## config.mk

```make
export PLATFORM = sky130hd
export DESIGN_NAME = dbg_mailbox_ctrl
export DESIGN_NICKNAME = d
export VERILOG_FILES = /design/src/rtl/dbg_mailbox_ctrl.sv
export SDC_FILE = /design/constraint.sdc
export NUM_CORES = 1
export LEC_CHECK = 0
export ABC_AREA = 1
export BUFFER_PORTS_ARGS = -buffer_cell sky130_fd_sc_hd__clkbuf_2
export CELL_PAD_IN_SITES_DETAIL_PLACEMENT = 2
export CELL_PAD_IN_SITES_GLOBAL_PLACEMENT = 2
export CORE_MARGIN = 1.5
export CORE_UTILIZATION = 33
export CTS_BUF_LIST = sky130_fd_sc_hd__clkbuf_16
export CTS_CLUSTER_DIAMETER = 60
export CTS_CLUSTER_SIZE = 30
export DETAILED_ROUTE_END_ITERATION = 10
export PLACE_DENSITY_LB_ADDON = 0.1
export SLEW_MARGIN = 20
export SYNTH_ARGS = -nofsm -noshare
export SYNTH_HDL_FRONTEND = slang
export SYNTH_SLANG_ARGS = --single-unit
```

## constraint.sdc

```tcl
create_clock -name clk -period 5 [get_ports clk]
set_input_delay 0.5 -clock clk [delete_from_list [all_inputs] [get_ports clk]]
set_output_delay 0.5 -clock clk [all_outputs]
set_load 0.05 [all_outputs]
```

## src/rtl/dbg_mailbox_ctrl.sv

```systemverilog
// Debug mailbox sequencer: captures CPU stores into the argument RAM and executes the
// command held in word 0 (halt, assert-eq, assert-ne, print) when that word is written.
module dbg_mailbox_ctrl #(
    parameter int unsigned ARG_WORDS = 8,
    parameter int unsigned CNT_W     = 16,
    localparam int unsigned AW       = $clog2(ARG_WORDS)
) (
    input  logic                       clk,
    input  logic                       reset,
    input  logic                       we,
    input  logic [AW-1:0]              addr,
    input  logic [31:0]                wdata,
    output logic                       stall,
    output logic [ARG_WORDS-1:0][31:0] args,
    output logic [7:0]                 tx_data,
    output logic                       tx_valid,
    input  logic                       tx_ready,
    output logic [CNT_W-1:0]           pass_cnt,
    output logic [CNT_W-1:0]           fail_cnt,
    output logic                       err,
    output logic [31:0]                err_func,
    output logic                       cmd_done,
    output logic                       halted
);

    typedef enum logic [1:0] {StIdle, StDecode, StPrint, StHalted} state_e;

    state_e                     state_q, state_d;
    logic [ARG_WORDS-1:0][31:0] args_q;
    logic [1:0]                 idx_q, idx_d;
    logic [CNT_W-1:0]           pass_q, pass_d, fail_q, fail_d, pass_inc, fail_inc;
    logic                       err_q, err_d;
    logic [31:0]                err_func_q, err_func_d;
    logic                       halted_q, halted_d;
    logic                       cmd_done_q, cmd_done_d;
    logic                       accept;
    logic [7:0]                 cur_byte;

    // Args only change in IDLE, so a print in progress always sees a stable word.
    assign accept   = we && (state_q == StIdle);
    assign cur_byte = 8'(args_q[1] >> {idx_q, 3'b000});
    assign pass_inc = (&pass_q) ? pass_q : pass_q + CNT_W'(1);
    assign fail_inc = (&fail_q) ? fail_q : fail_q + CNT_W'(1);

    always_comb begin
        state_d    = state_q;
        idx_d      = idx_q;
        pass_d     = pass_q;
        fail_d     = fail_q;
        err_d      = err_q;
        err_func_d = err_func_q;
        halted_d   = halted_q;
        cmd_done_d = 1'b0;
        tx_valid   = 1'b0;
        tx_data    = 8'h00;
        case (state_q)
            StIdle: begin
                if (accept && (addr == '0)) state_d = StDecode;
            end
            StDecode: begin
                state_d    = StIdle;
                cmd_done_d = 1'b1;
                case (args_q[0])
                    32'd0: begin
                        halted_d = 1'b1;
                        state_d  = StHalted;
                    end
                    32'd1: begin
                        if (args_q[1] == args_q[2]) pass_d = pass_inc;
                        else                        fail_d = fail_inc;
                    end
                    32'd2: begin
                        if (args_q[1] != args_q[2]) pass_d = pass_inc;
                        else                        fail_d = fail_inc;
                    end
                    32'd3: begin
                        idx_d      = 2'd0;
                        state_d    = StPrint;
                        cmd_done_d = 1'b0;
                    end
                    default: begin
                        if (!err_q) begin
                            err_d      = 1'b1;
                            err_func_d = args_q[0];
                        end
                    end
                endcase
            end
            StPrint: begin
                if (cur_byte == 8'h00) begin
                    state_d    = StIdle;
                    cmd_done_d = 1'b1;
                end else begin
                    tx_valid = 1'b1;
                    tx_data  = cur_byte;
                    if (tx_ready) begin
                        if (idx_q == 2'd3) begin
                            state_d    = StIdle;
                            cmd_done_d = 1'b1;
                        end else begin
                            idx_d = idx_q + 2'd1;
                        end
                    end
                end
            end
            default: ;  // StHalted: left only through reset
        endcase
    end

    always_ff @(posedge clk or negedge reset) begin
        if (!reset) begin
            state_q    <= StIdle;
            args_q     <= '0;
            idx_q      <= 2'd0;
            pass_q     <= '0;
            fail_q     <= '0;
            err_q      <= 1'b0;
            err_func_q <= 32'h0;
            halted_q   <= 1'b0;
            cmd_done_q <= 1'b0;
        end else begin
            state_q    <= state_d;
            idx_q      <= idx_d;
            pass_q     <= pass_d;
            fail_q     <= fail_d;
            err_q      <= err_d;
            err_func_q <= err_func_d;
            halted_q   <= halted_d;
            cmd_done_q <= cmd_done_d;
            if (accept) args_q[addr] <= wdata;
        end
    end

    assign stall    = we && (state_q != StIdle);
    assign args     = args_q;
    assign pass_cnt = pass_q;
    assign fail_cnt = fail_q;
    assign err      = err_q;
    assign err_func = err_func_q;
    assign cmd_done = cmd_done_q;
    assign halted   = halted_q;

endmodule

```

* Yosys cells after proc, flatten, opt, wreduce, memory -nomap -nowiden *
Index checks and enable logic that the tools add are counted.

cells by class
  $add $sub $neg = 3
  bitwise operators = 2
  $lt $le $gt $ge = 2
  reductions and logical operators = 22
  equal/unequal tests = 19
  shifts and indexed selects = 1
  muxes and demuxes = 31

operators by type and width
  kind                                                   number
  bitwise mux 256 bit                                    1
  demux 32 bit (select 3 bit)                            1
  2-to-1 mux 16 bit                                      6
  equality test 32 x 2 -> 1 bit (second input constant)  2
  one-hot mux 16 bit (2 select lines)                    2
  adder 16 x 1 -> 16 bit (second input constant)         2
  equality test 32 x 1 -> 1 bit (second input constant)  1
  equality test 32 bit                                   1
  zero test 32 bit                                       1
  2-to-1 mux 32 bit                                      1
  inequality test 32 bit                                 1
  AND reduction 16 bit                                   2
  right shift 32 x 5 -> 8 bit                            1
  2-to-1 mux 2 bit                                       8
  2-to-1 mux 8 bit                                       2
  inequality test 2 bit (second input constant)          8
  AND reduction 4 bit                                    3
  zero test 8 bit                                        1
  one-hot mux 2 bit (2 select lines)                     2
  2-to-1 mux 1 bit                                       6
  inequality test 3 bit (second input constant)          2
  one-hot mux 2 bit (3 select lines)                     1
  nonzero test 2 bit                                     3
  AND reduction 5 bit                                    1
  15 further kinds                                       21

storage, ports and cells
  output and inout bits = 333
  bits in registers = 327

* Logic depth before layout (Yosys ltp) *
  depth in word-level cells = 5
  gate-level depth with buffers = 14
  gate-level depth less buffers = 14

* Least setup slack after synthesis *
No wires, ideal clock.

  path kind = flip-flop to output port
  start = reg args_q, in the netlist args[32]
  end = out tx_valid
  required time = 4500 ps
  slack = 2633 ps
  data arrival time = 1867 ps
  path buffers = 0
  stages on the path, launching flop included = 7
  cell sequence = dfrtp_1 -> inv_1 -> o21ai_0 -> a21oi_1 -> nand2_1 -> nor2_1 -> a21oi_1

on the way
  word-level cells in the longest chain between the ends = 4

RTL lines
  element                            RTL line  text
  from (decl)                        29        logic [ARG_WORDS-1:0][31:0] args_q;
  from (signal, indexed assignment)  130       if (accept) args_q[addr] <= wdata;
  right shift 32 x 5 -> 8 bit        41        assign cur_byte = 8'(args_q[1] >> {idx_q, 3'b000});
  zero test 8 bit                    90        if (cur_byte == 8'h00) begin
  2-to-1 mux 1 bit                   90
  2-to-1 mux 1 bit                   56        case (state_q)
  to (decl)                          16        output logic tx_valid,

No other way between the ends.

* Final worst setup path *
  start = reg idx_q[0]
  end = out tx_valid

on the way
  word-level cells in the longest chain between the ends = 4

RTL lines
  element                      RTL line  text
  from (decl)                  30        logic [1:0] idx_q, idx_d;
  from (signal assigned)       123       idx_q <= idx_d;
  right shift 32 x 5 -> 8 bit  41
  zero test 8 bit              90
  2-to-1 mux 1 bit             90
  2-to-1 mux 1 bit             56

No other way between the ends.

==> results.ini <==
[die]
die_x_um=210
coreArea_um2=42000
initial_utilization_pct=33.5
die-area_um2=43900
io_pins=372
num_rows=75
die_h_um=210

[synthesis]
synth-seq-cells=327
synth_seq_area_share_pct=58.1
syn-mean-instance-area_um2=8.67
synth_nets=1669
netlist_instances=1623
ys.warnings.count=0
syn_area_um2=14100
yosysUniqueCellTypes=35

[clock_network]
ctsHtreeMaxLevel=2
clk_latency_ns=0.57
clockBufferDepth=3
cts.sinks=327
path_clk_slew_ns=0.08
numCtsBuffers=36
ctsRootBufferMaster=clkbuf_16
ctsHoldBuffers=1
cts_tree=built
postCtsSetupRepairBufs=0
cts-resized-gates=0

[timing]
period_share_pct=64.9
finalSetupViolCount=0
hold_viol_final=0
final_critical_path_setup_slack_ns=1.76
skew_ns=0.0338
period_minus_slack_ns=3.25
grt_setup_unrepaired=false
slew_violations=0
worst_pin_slew_ns=0.860
maxSlewHeadroom_pct=42.7
setup_tns_ns=0
max_freq_mhz=308

[power]
peakVddDrop_uv=497
p_leak_nw=9.34
powerDensity_nw_per_um2=860

[routing]
avgRoutedWirePerCell_um=22.1
ant_nets=0
vias=12700
drc=0
drt-total-wl_mm=56.1
first_pass_iters=5
drtIter0Drc=577
via_per_inst=5.00

[placement]
post-dp-hpwl_mm=40.3
place_ws_ns=2.14
port-buffer-count=371
place.gp.congestion=0.802

[critical_path]
critical-path-top-delay-family=flip-flops
cp.required_ns=4.50
max_stage_delay_ns=0.90
crit_arrival_ns=2.74
worstSetupStartpointType=flip-flop
reg2reg_slack_ns=2.11
worst-path-buf-inv=2
path_cells=inv_1 -> o21ai_0 -> nor2_1 -> a21oi_1 -> nand2_1 -> nor2_1 -> a21oi_1 -> clkbuf_2
cp_max_fo=29
end_kind=output port
crit_slowest_cell=dfrtp_1
crit_type=reg2out

[global_route]
grt_max_degree=90
grt_pass1_vias=13800
antenna_found_initial=1
overflow=0
grt_pass1_wl_mm=85.8
track_usage_pct=25.8

[layout]
antenna_cells=0
nFillCells=4757
seqCellArea_um2=8180
final_common_cell=nand2_1
multi_input_area_um2=5170
drive_above_1_share_pct=24.0
areaGrowthSynthToFinish_pct=25.8
mostFrequentLayoutCells=nand2_1 (531), clkbuf_2 (370), dfrtp_1 (327)
final_nets=2023

[run_status]
status=finished clean

[hold_path]
worstHoldPathType=in2reg

[job]
drv_cap=0

## cells by family after synthesis
family	share of synthesized area (%)
AO/OA/AOI/OAI	11.9
flip-flops	58.1
buffers and inverters	5.37
XOR/XNOR	1.87
adder cells (fa/ha/maj)	0.622
AND/OR/NAND/NOR	22.0
## tightest hold or removal path, cell delays in order
cell	delay (ns)
clkbuf_2	0.07
inv_1	0.14
o21ai_0	0.19
## area by class of cell
cell class	instances	share of cell area (%)
Sequential cell	327	46.2
Multi-Input combinational cell	1108	29.2
Clock inverter	25	1.73
Timing Repair Buffer	382	11.2
Tap cell	539	3.81
Inverter	122	2.59
Clock buffer	37	5.23
## routing by layer
layer  share of wire (%)  up-vias  track usage, %
li1                    -     5926               -
met1                  42     6444            32.2
met2                  50      266            44.6
met3                 5.8       63            6.36
met4                 2.1        0            7.07
met5                   0        -               0
## sequential cells by signal, indices dropped and copies added (netlist names)
name / count
err: 1
state_q: 2
fail_cnt: 16
args: 256
pass_cnt: 16
idx_q: 2
cmd_done: 1
halted: 1
err_func: 32
## cell usage after synthesis, drive strengths merged
cell type	instances	area share, %
inv	120	3.2
a21oi	18	0.77
nor2	102	3.2
xnor2	23	1.4
nor3	8	0.32
nand4	32	1.5
nand3b	8	0.43
xor2	7	0.44
nand3	42	1.5
nor4	6	0.31
nand2	546	15
o22a	1	0.062
buf	13	0.70
clkbuf	53	1.4
clkinv	2	0.053
ha	7	0.62
o21ai	308	11
dfrtp	327	58
## report_power, final
part | switching [W] | internal [W] | leakage, nW | total, W
Combinational | 0.00612 | 0.00149 | 4.54 | 0.00761
Clock | 0.00121 | 0.00164 | 0.592 | 0.00285
Sequential | 0.000987 | 0.00377 | 4.21 | 0.00476
Total | 0.00832 | 0.00689 | 9.34 | 0.0152
## per-stage QoR
stage | utilization [%] | area, um2 | hold slack, ns | instances | total power [W]
3_3_place_gp | 39.1 | 16400 | 0.450 | 2477 | 0.0122
6_report | 42.1 | 17700 | 0.370 | 2540 | 0.0152
5_1_grt | 42.1 | 17700 | 0.395 | 2540 | 0.0160
4_1_cts | 42.0 | 17700 | 0.352 | 2540 | 0.0154
3_5_place_dp | 39.1 | 16400 | 0.475 | 2477 | 0.0125
2_1_floorplan | - | 14100 | 0.204 | 1623 | 0.0101
## worst paths after layout
| path | start | to | cells past startpoint |
|---|---|---|---|
| max | idx_q[0] | tx_valid | 8 |
| min | wdata[26] | args[58] | 3 |
| max reg2reg | state_q[1] | err_func[15] | 9 |
| min reg2reg | halted | halted | 2 |
| max in group asynchronous | reset | args[214] | 3 |
| min in group asynchronous | reset | args[194] | 2 |
Power figures use the tool's default switching activity.
